===== config.mk =====
export PLATFORM = sky130hd
export DESIGN_NAME = arbiter_grant_mux
export DESIGN_NICKNAME = d
export VERILOG_FILES = /design/src/rtl/arbiter_grant_mux.sv
export SDC_FILE = /design/constraint.sdc
export NUM_CORES = 1
export LEC_CHECK = 0
export BUFFER_PORTS_ARGS = -buffer_cell sky130_fd_sc_hd__buf_4
export CORE_MARGIN = 5
export CORE_UTILIZATION = 38
export CTS_BUF_LIST = sky130_fd_sc_hd__clkbuf_4
export DETAILED_ROUTE_END_ITERATION = 10
export MAX_ROUTING_LAYER = met4
export PLACE_DENSITY = 0.63
export SLEW_MARGIN = 20
export SYNTH_ARGS = -nofsm -noshare
export SYNTH_HDL_FRONTEND = slang
export SYNTH_SLANG_ARGS = --single-unit

===== constraint.sdc =====
create_clock -name clk -period 5.2 [get_ports clk]
set_input_delay 0.26 -clock clk [delete_from_list [all_inputs] [get_ports clk]]
set_output_delay 0.26 -clock clk [all_outputs]
set_load 0.03 [all_outputs]

===== src/rtl/arbiter_grant_mux.sv =====
// Consumes a one-hot grant from the IWRR arbiter, pops the granted requester and
// buffers {src, data} in a 2-entry FIFO presented as a valid/ready stream.
module arbiter_grant_mux #(
  parameter int P_REQUESTER_NUM = 3,
  parameter int P_DATA_W        = 32,
  parameter int P_SRC_W         = (P_REQUESTER_NUM > 1) ? $clog2(P_REQUESTER_NUM) : 1
) (
  input  logic                                 clk,
  input  logic                                 rst,
  input  logic [P_REQUESTER_NUM-1:0]           req_valid_i,
  input  logic [P_REQUESTER_NUM*P_DATA_W-1:0]  req_data_i,
  output logic [P_REQUESTER_NUM-1:0]           req_ready_o,
  input  logic [P_REQUESTER_NUM-1:0]           grant_valid_i,
  output logic                                 grant_ready_o,
  output logic                                 m_valid_o,
  output logic [P_DATA_W-1:0]                  m_data_o,
  output logic [P_SRC_W-1:0]                   m_src_o,
  input  logic                                 m_ready_i,
  output logic                                 err_o
);

  logic [1:0]          r_count;
  logic                r_wptr;
  logic                r_rptr;
  logic                r_err;
  logic [P_DATA_W-1:0] r_data [2];
  logic [P_SRC_W-1:0]  r_src  [2];

  logic [P_SRC_W-1:0]  w_sel;
  logic [P_DATA_W-1:0] w_sel_data;
  logic                w_any;
  logic                w_multi_hot;
  logic                w_sel_valid;
  logic                w_push;
  logic                w_pop;
  logic                w_err_evt;

  // Downward scan so the lowest set grant bit wins the final assignment.
  always_comb begin
    w_sel      = '0;
    w_sel_data = '0;
    for (int unsigned i = P_REQUESTER_NUM; i > 0; i--) begin
      if (grant_valid_i[i-1]) begin
        w_sel      = P_SRC_W'(i - 1);
        w_sel_data = req_data_i[(i-1)*P_DATA_W +: P_DATA_W];
      end
    end
  end

  assign w_any       = |grant_valid_i;
  assign w_multi_hot = |(grant_valid_i & (grant_valid_i - P_REQUESTER_NUM'(1)));
  assign w_sel_valid = |(grant_valid_i & req_valid_i);

  assign grant_ready_o = ~rst & (r_count != 2'd2);
  assign w_push        = grant_ready_o & w_any & w_sel_valid & ~w_multi_hot;
  assign w_err_evt     = grant_ready_o & w_any & (w_multi_hot | ~w_sel_valid);
  assign w_pop         = m_valid_o & m_ready_i;

  // A legal push implies a one-hot grant, so the grant vector is the pop strobe.
  assign req_ready_o = w_push ? grant_valid_i : '0;

  assign m_valid_o = (r_count != 2'd0);
  assign m_data_o  = r_data[r_rptr];
  assign m_src_o   = r_src[r_rptr];
  assign err_o     = r_err;

  always_ff @(posedge clk) begin
    if (rst) begin
      r_count <= '0;
      r_wptr  <= 1'b0;
      r_rptr  <= 1'b0;
      r_err   <= 1'b0;
      for (int unsigned i = 0; i < 2; i++) begin
        r_data[i] <= '0;
        r_src[i]  <= '0;
      end
    end else begin
      if (w_push) begin
        r_data[r_wptr] <= w_sel_data;
        r_src[r_wptr]  <= w_sel;
        r_wptr         <= ~r_wptr;
      end
      if (w_pop) begin
        r_rptr <= ~r_rptr;
      end
      case ({w_push, w_pop})
        2'b10:   r_count <= r_count + 2'd1;
        2'b01:   r_count <= r_count - 2'd1;
        default: r_count <= r_count;
      endcase
      r_err <= r_err | w_err_evt;
    end
  end

endmodule


==> results.sh, run 1 <==
export IMPL_p_sw_w=0.000403
export IMPL_postRouteAntennaNets=0
export IMPL_comb_power_share_pct=23.4
export IMPL_critPathArrivalTime_ns=2.57
export IMPL_fill_cells=886
export IMPL_io_pins=145
export IMPL_synth_mux_area_share_pct=10.2
export IMPL_synthArstFlopShare_pct=0
export IMPL_drtIter0Drc=173
export IMPL_r2r_start="r_count[0]"
export IMPL_p_total_w=0.00145
export IMPL_worst_pin_slew_ns=0.904
export IMPL_cts_tree="done"
export IMPL_fmax_ghz=0.395
export IMPL_critical_path_max_fanout=34
export IMPL_switching_share_pct=27.8
export IMPL_grt_overflow=0
export IMPL_yosys_area_top_type="edfxtp_1"
export IMPL_numPortBuffers=144
export IMPL_whs_ns=0.0932
export IMPL_p_leak_nw=2.04
export IMPL_cts_max_level=3
export IMPL_grt_pass1_wl_um=14400
export IMPL_synthToLayoutAreaGrowth_pct=34.0
export IMPL_clk_pin_slew_ns=0.11
export IMPL_clockBufferDepth=2
export IMPL_hold_violations=0
export IMPL_crit_chain="inv_1 > a211oi_4 > nand3_4 > nand2b_2"
export IMPL_grt_total_usage_pct=16.1
export IMPL_r2r_setup_slack_ns=2.67
export IMPL_grt_max_degree=40
export IMPL_worstPathBufferInverterCount=1
export IMPL_clock_latency_ns=0.40
export IMPL_antenna_found_initial=0
export IMPL_fin_tns_setup_ns=0
export IMPL_cts_sinks=74
export IMPL_avgRoutedWirePerCell_um=16.5
export IMPL_crit_path_end_kind="flop"
export IMPL_worstPathRequired_ns=5.24
export IMPL_cts_hold_buf=0
export IMPL_worstHoldStart="rst"
export IMPL_finalMaxSlewViolations=0
export IMPL_hold_path_class="primary input to flop"
export IMPL_period_minus_slack_ns=2.53
export IMPL_num_vias=2888
export IMPL_slew_headroom_pct=39.7
export IMPL_synth_area_sq_um=3750
export IMPL_synth_area_leaders="edfxtp_1, mux2_2, a221o_1"
export IMPL_status="finished, final reports clean"
export IMPL_synth_top_area_share_pct=54.5
export IMPL_syn_area_per_cell_sq_um=12.2
export IMPL_rsz0062_at_grt="no"
export IMPL_finalClockSkew_ns=0.00967
export IMPL_synth_cell_types=31
export IMPL_postCtsSetupRepairBufs=0
export IMPL_std_cell_rows=36
export IMPL_synth_net_count=414
export IMPL_layout_drive_gt1_share_pct=47.6
export IMPL_synth_adder_area_share_pct=0.334
export IMPL_die_area_sq_um=11900
export IMPL_first_pass_iters=6
export IMPL_synth_flop_cell="edfxtp_1"
export IMPL_synth_compound_area_share_pct=14.7
export IMPL_r2r_end="r_data[1][25]"
export IMPL_synth_top_family_by_area="compound AO/OA/AOI/OAI gates"
export IMPL_core_region_area_sq_um=9680
export IMPL_fin_crit_sh_pct=48.7
export IMPL_cpLargestDelayFamily="simple AND/OR/NAND/NOR gates"
export IMPL_crit_slowest_cell="nand2b_2"
export IMPL_irDropWorstVdd_mv=0.196
export IMPL_max_stage_delay_ns=0.82
export IMPL_post_route_drc_count=0
export IMPL_synth_seq_cells=74
export IMPL_seq_power_share_pct=48.9
export IMPL_dieHeight_um=109
export IMPL_synthXorXnorAreaFrac_pct=0.701
export IMPL_path_class="flop to flop"
export IMPL_hpwl_um=6480
export IMPL_ys_seq_area_share_pct=57.7
export IMPL_place_congestion=0.699
export IMPL_setup_violations_final=0
export IMPL_setup_worst_path_start_class="flop"
export IMPL_synthSimpleGateAreaFrac_pct=11.8
export IMPL_cap_violations=0
export IMPL_start_util_pct=38.7
export IMPL_cts_root_buffer="clkbuf_4"
export IMPL_first_global_vias=2921
export IMPL_synth_edf_count=68
export IMPL_synthCells=308
export IMPL_power_density_nw_per_um2=288
export IMPL_worst_hold_path_num_cells=2
export IMPL_synth_warning_count=0
export IMPL_r2r_cells=4
export IMPL_wl_um=9490
export IMPL_p_int_w=0.00104
export IMPL_diodes=0
export IMPL_ys_top_cells_by_count="edfxtp_1, nor2_1, mux2_2"
export IMPL_cts_resized=0
export IMPL_p_clk_share_pct=27.7
export IMPL_die_w_um=109
export IMPL_layout_nets=544
export IMPL_viasPerCell=5.01
export IMPL_cts_made_buffers=9
## area by class of cell
class | instances | area, sq um | share of cell area [%]
well taps | 133 | 166 | 3.31
multi-input cells | 203 | 1420 | 28.3
repair buffers | 145 | 1090 | 21.7
clock buffers | 10 | 75.1 | 1.50
clock inverters | 6 | 90.1 | 1.79
flip-flops and latches | 74 | 2160 | 43.1
inverters | 5 | 18.8 | 0.374
## worst register-to-register path, stage by stage, from the launching register on
cell	delay, ns
dfxtp_1	0.41
inv_1	0.10
a211oi_4	0.39
nand3_4	0.42
nand2b_2	0.83
## registers in the layout (all words and copies together), names as in the netlist, named ones only
name,flops
r_data,64
r_wptr,1
err_o,1
r_rptr,1
r_src,4
r_count,2
## kinds of logic after synthesis
| group | count (synthesis) |
|---|---|
| simple gates | 93 |
| flops | 74 |
| compound gates | 72 |
| mux | 34 |
| buf+inv | 31 |
| xor+xnor | 3 |
| fa+ha+maj | 1 |
## placed cells by master (no fill, tap or decap), types with 2 or more instances in the layout
master,instances
a21oi_1,5
a221o_1,31
and3_2,3
and4bb_2,2
buf_4,145
bufinv_16,2
clkbuf_4,10
dfxtp_1,5
edfxtp_1,68
inv_1,5
mux2_2,34
nand2_1,2
nand2b_2,2
nand3_4,2
nor2_1,68
nor3_1,5
o21ai_0,32
xnor2_1,2
## worst max path at each step
stage / from / end / slack, ns / cells past startpoint
2_1_floorplan: r_count[0] / r_data[0][0] / 2.99 / 4
4_1_cts: r_count[0] / r_data[0][4] / 2.61 / 4
5_1_grt: r_count[0] / r_data[0][0] / 2.46 / 4
3_5_place_dp: grant_valid_i[1] / r_data[0][9] / 2.38 / 5
3_3_place_gp: grant_valid_i[1] / r_data[1][9] / 2.45 / 5
6_report: r_count[0] / r_data[1][25] / 2.67 / 4
## power by group through the flow
stage | registers [W] | clock network, W | logic [W]
floorplan | 0.000707 | 0 | 0.000215
global placement | 0.000721 | 0 | 0.000341
detailed placement | 0.000723 | 0 | 0.000343
CTS | 0.000709 | 0.000409 | 0.000345
global route | 0.000712 | 0.000440 | 0.000366
finish | 0.000708 | 0.000401 | 0.000339
## per-stage QoR
stage | util [%] | area, sq um | instances | setup WS [ns]
finish | 51.8 | 5020 | 576 | 2.67
CTS | 51.8 | 5020 | 576 | 2.61
global route | 51.8 | 5020 | 576 | 2.46
detailed placement | 50.1 | 4860 | 560 | 2.38
floorplan | - | 3750 | 308 | 2.99
global placement | 50.1 | 4860 | 560 | 2.45
## per-layer routing
metal / global-route usage [%] / part of all wire [%] / vias to the layer above / wire length (um)
met3: 4.76 / 6.4 / 7 / 612
li1: - / - / 1419 / -
met1: 19.5 / 40 / 1375 / 3770
met4: 3.47 / 0.79 / 0 / 75
met5: - / 0 / - / 0
met2: 27.0 / 53 / 87 / 5030
(Power assumes the default switching activity.)
==> run 2: changes to the inputs <==
PLACE_DENSITY = 0.65   (was 0.63)
clock period = 2.3 ns   (was 5.2 ns; I/O delays follow)
==> run 2 against run 1 <==
Compared with the run above:
- combinational power increased by 140%
- largest cell class unchanged
- sequential cell count stayed put
- largest power group unchanged
- final area grew 2.9%
- highest routed layer unchanged
- register-to-register slack worse by 2.5 ns
- clock power grew 150%
- core utilization rose by 1.5 points
- wire length up 2.3%
- first-iteration DRC count is 25% lower
- fmax up 21%
- critical path depth grew 3
- sequential power is 120% higher
==> results.sh, run 2 (synthesis results as in run 1) <==
export IMPL_clk_pin_slew_ns=0.12
export IMPL_finalMaxSlewViolations=0
export IMPL_wl_um=9710
export IMPL_top_regs="r_data: 64 flops, r_src: 4 flops, r_count: 2 flops"
export IMPL_p_leak_nw=2.12
export IMPL_io_pins=145
export IMPL_critical_path_max_fanout=4
export IMPL_worstPathBufferInverterCount=2
export IMPL_fin_tns_setup_ns=0
export IMPL_drtIter0Drc=129
export IMPL_clock_latency_ns=0.42
export IMPL_finalClockSkew_ns=0.0189
export IMPL_num_vias=2954
export IMPL_worstPathRequired_ns=2.64
export IMPL_fmax_ghz=0.480
export IMPL_dp_worst_setup_slack_ns=0.169
export IMPL_r2r_setup_slack_ns=0.22
export IMPL_power_density_nw_per_um2=655
export IMPL_worst_hold_path_num_cells=3
export IMPL_setup_ws_ns=0.217
export IMPL_crit_path_end_kind="flop"
export IMPL_die_area_sq_um=11900
export IMPL_cts_made_buffers=9
export IMPL_avgRoutedWirePerCell_um=16.5
export IMPL_crit_chain="inv_1 > a211oi_4 > and2_2 > inv_1 > ha_1 > or3_1 > a21oi_1"
export IMPL_worstHoldStart="req_data_i[29]"
export IMPL_grt_total_usage_pct=17.0
export IMPL_r2r_cells=7
export IMPL_numPortBuffers=144
export IMPL_crit_start="r_count[0]"
export IMPL_cap_violations=0
export IMPL_post_route_drc_count=0
export IMPL_r2r_end="r_count[1]"
export IMPL_worst_pin_slew_ns=0.470
export IMPL_layout_nets=556
export IMPL_hold_violations=0
export IMPL_core_region_area_sq_um=9680
export IMPL_hpwl_um=6890
export IMPL_critPathArrivalTime_ns=2.42
export IMPL_cts_max_level=3
export IMPL_clockBufferDepth=2
export IMPL_antenna_found_initial=0
export IMPL_start_util_pct=38.7
export IMPL_setup_violations_final=0
export IMPL_dieHeight_um=109
export IMPL_layout_commonest_cell="buf_4"
export IMPL_hold_end="r_data[0][29]"
export IMPL_rsz0062_at_grt="no"
export IMPL_grt_overflow=0
export IMPL_period_minus_slack_ns=2.08
export IMPL_diodes=0
export IMPL_layout_drive_gt1_share_pct=48.4
export IMPL_fill_cells=859
export IMPL_cts_root_buffer="clkbuf_4"
export IMPL_max_stage_delay_ns=0.42
export IMPL_r2r_start="r_count[0]"
export IMPL_std_cell_rows=36
export IMPL_grt_max_degree=33
export IMPL_fin_cells=588
export IMPL_irDropWorstVdd_mv=0.277
export IMPL_postRouteAntennaNets=0
export IMPL_viasPerCell=5.02
export IMPL_setup_worst_path_start_class="flop"
export IMPL_largest_reg_flops=64
export IMPL_dp_cells=571
export IMPL_mostFrequentLayoutCells="buf_4, nor2_1, edfxtp_1"
export IMPL_status="finished, final reports clean"
export IMPL_cts_resized=0
export IMPL_hold_path_class="primary input to flop"
export IMPL_crit_slowest_cell="dfxtp_1"
export IMPL_crit_top_cell="inv_1"
export IMPL_fin_crit_sh_pct=90.6
export IMPL_first_global_vias=2980
export IMPL_cts_sinks=74
export IMPL_path_class="flop to flop"
export IMPL_cpLargestDelayFamily="simple AND/OR/NAND/NOR gates"
export IMPL_synthToLayoutAreaGrowth_pct=37.9
export IMPL_cts_tree="done"
export IMPL_die_w_um=109
export IMPL_place_congestion=0.747
export IMPL_first_pass_iters=4
export IMPL_slew_headroom_pct=68.7
export IMPL_top_register="r_data"
export IMPL_grt_pass1_wl_um=14900
[run 2: cell type report]
type | instances | area [sq um] | area share (%)
Clock inverter | 6 | 105 | 2.03
Multi-Input combinational cell | 203 | 1420 | 27.5
Clock buffer | 10 | 75.1 | 1.45
Tap cell | 133 | 166 | 3.22
Inverter | 5 | 18.8 | 0.363
Sequential cell | 74 | 2160 | 41.9
Timing Repair Buffer | 157 | 1220 | 23.6
[run 2: worst reg2reg max path: stages, from the launching register on]
cell and delay [ns]:
dfxtp_1 0.42, inv_1 0.11, a211oi_4 0.39, and2_2 0.24, inv_1 0.04, ha_1 0.31
or3_1 0.37, a21oi_1 0.15
[run 2: stage by stage]
step           cell area (sq um)  power (W)  util, %  hold WS [ns]
6_report                    5170    0.00338     53.3        0.0363
4_1_cts                     5170    0.00342     53.3        0.0172
2_1_floorplan               3750    0.00208        -         0.349
3_3_place_gp                4980    0.00242     51.4         0.371
3_5_place_dp                4980    0.00243     51.4         0.384
5_1_grt                     5170    0.00352     53.3        0.0448
[run 2: worst max path at each step]
stage / to / slack [ns] / depth (start not counted)
after detailed placement: r_count[1] / 0.17 / 8
after global routing: r_count[1] / 0.09 / 7
after global placement: r_count[1] / 0.25 / 8
final: r_count[1] / 0.22 / 7
after floorplan: r_data[0][0] / 0.09 / 4
after CTS: r_count[1] / 0.21 / 7
[run 2: power by group]
part / switching, W / internal, W / total (W)
logic: 0.000424 / 0.000382 / 0.000806
clock network: 0.000435 / 0.000556 / 0.000991
registers: 0.0000411 / 0.00154 / 0.00159
total: 0.000900 / 0.00248 / 0.00338
[run 2: timing repair]
item                                   in CTS  in global routing
hold buffers                                1                  0
setup buffers                               0                  0
endpoints found under the hold margin       5                  0
[run 2: layer usage]
layer / vias to the layer above / routed length (um) / global-route usage [%]
li1: 1444 / - / -
met1: 1408 / 4160 / 20.8
met2: 92 / 4840 / 28.2
met3: 10 / 587 / 3.29
met4: 0 / 120 / 5.61
met5: - / 0 / -
==> run 3: changes to the inputs <==
BUFFER_PORTS_ARGS = default   (was -buffer_cell sky130_fd_sc_hd__buf_4)
DONT_BUFFER_PORTS = 1   (was default)
PLACE_DENSITY = 0.52   (was 0.65)
==> run 3 against run 2 <==
Compared with the run above:
- clock power down 20%
- combinational power fell by 26%
- cell count is 19% lower
- die area unchanged
- global-route usage is 0.34 points lower
- non-clock buffer count down 113
- core utilization decreased by 8.7 points
- critical endpoint unchanged
==> results.sh, run 3 (synthesis results as in run 1) <==
export IMPL_status="finished, final reports clean"
export IMPL_cts_tree="done"
export IMPL_first_pass_iters=5
export IMPL_postCtsSetupRepairBufs=0
export IMPL_r2r_start="r_count[1]"
export IMPL_antenna_found_initial=0
export IMPL_period_minus_slack_ns=1.90
export IMPL_cts_root_buffer="clkbuf_4"
export IMPL_synthToLayoutAreaGrowth_pct=15.5
export IMPL_largest_reg_flops=64
export IMPL_std_cell_rows=36
export IMPL_fin_tns_setup_ns=0
export IMPL_grt_pass1_wl_um=14500
export IMPL_io_pins=145
export IMPL_hpwl_um=5980
export IMPL_core_region_area_sq_um=9680
export IMPL_r2r_cells=5
export IMPL_dieHeight_um=109
export IMPL_top_register="r_data"
export IMPL_critical_path_max_fanout=5
export IMPL_num_vias=2599
export IMPL_first_global_vias=2731
export IMPL_crit_start="r_count[1]"
export IMPL_fin_crit_sh_pct=82.6
export IMPL_worst_pin_slew_ns=0.438
export IMPL_cts_max_level=3
export IMPL_power_density_nw_per_um2=687
export IMPL_worstHoldStart="req_data_i[25]"
export IMPL_r2r_setup_slack_ns=0.40
export IMPL_hold_violations=0
export IMPL_p_total_w=0.00297
export IMPL_grt_total_usage_pct=16.6
export IMPL_rsz0062_at_grt="no"
export IMPL_diodes=0
export IMPL_postRouteAntennaNets=0
export IMPL_die_w_um=109
export IMPL_setup_violations_final=0
export IMPL_path_class="flop to flop"
export IMPL_worstPathRequired_ns=2.64
export IMPL_die_area_sq_um=11900
export IMPL_crit_path_end_kind="flop"
export IMPL_layout_drive_gt1_share_pct=22.5
export IMPL_wl_um=9690
export IMPL_cts_sinks=74
export IMPL_slew_headroom_pct=70.8
export IMPL_top_regs="r_data: 64 flops, r_src: 4 flops, r_count: 2 flops"
export IMPL_drtIter0Drc=105
export IMPL_clk_pin_slew_ns=0.12
export IMPL_viasPerCell=5.47
export IMPL_r2r_end="r_count[1]"
export IMPL_whs_ns=0.0283
export IMPL_fmax_ghz=0.526
export IMPL_clockBufferDepth=2
export IMPL_hold_end="r_data[1][25]"
export IMPL_post_route_drc_count=0
export IMPL_finalClockSkew_ns=0.0116
export IMPL_finalMaxSlewViolations=0
export IMPL_numPortBuffers=0
export IMPL_worst_hold_path_num_cells=2
export IMPL_p_leak_nw=1.51
export IMPL_hold_path_class="primary input to flop"
export IMPL_critPathArrivalTime_ns=2.24
export IMPL_place_congestion=0.723
export IMPL_post_route_util_pct=44.7
export IMPL_cap_violations=0
export IMPL_avgRoutedWirePerCell_um=20.4
export IMPL_grt_overflow=0
export IMPL_mostFrequentLayoutCells="nor2_1, edfxtp_1, mux2_2"
export IMPL_layout_nets=443
export IMPL_grt_max_degree=40
export IMPL_clock_latency_ns=0.40
export IMPL_setup_worst_path_start_class="flop"
export IMPL_cts_made_buffers=9
export IMPL_start_util_pct=38.7
export IMPL_irDropWorstVdd_mv=0.276
## run 3: worst max path at each step
stage | endpoint | slack, ns | cells after the start
detailed placement | r_count[1] | 0.43 | 5
global route | r_count[1] | 0.34 | 5
global placement | r_count[1] | 0.47 | 5
floorplan | r_data[0][0] | 0.09 | 4
finish | r_count[1] | 0.40 | 5
CTS | r_count[1] | 0.40 | 5
## run 3: layout make-up
cell class / count / area [sq um]
Fill cell: 927 / 5360
Sequential cell: 74 / 2160
Multi-Input combinational cell: 203 / 1420
Timing Repair Buffer: 44 / 425
Tap cell: 133 / 166
Clock buffer: 10 / 75.1
Clock inverter: 6 / 57.6
Inverter: 5 / 18.8
## run 3: worst max-delay path: stages, from the launching register on
cell	delay [ns]
dfxtp_1	0.38
or2_2	0.41
and2_1	0.22
ha_1	0.34
or3_1	0.35
a21oi_1	0.14
## run 3: where the power goes
group          switching (W)  internal (W)  leakage [nW]
Sequential         0.0000400       0.00154         0.753
Combinational       0.000374      0.000219         0.685
Clock               0.000458      0.000337        0.0759
## run 3: routing by layer
layer	global-route usage, %	vias to the layer above	wire length, um
met1	20.4	1286	4190
met2	26.4	85	4720
met4	5.88	0	140
met3	4.64	10	639
li1	-	1218	-
met5	-	-	0
## run 3: timing repair
| item | CTS | global route |
|---|---|---|
| hold endpoints to repair | 65 | 0 |
| hold buffers | 33 | 0 |
| resized for setup | 0 | 0 |
## run 3: through the flow
stage,setup slack [ns],cells,instance area (sq um)
2_1_floorplan,0.0904,308,3750
3_3_place_gp,0.470,426,3860
3_5_place_dp,0.430,426,3860
4_1_cts,0.397,475,4330
5_1_grt,0.335,475,4330
6_report,0.400,475,4330
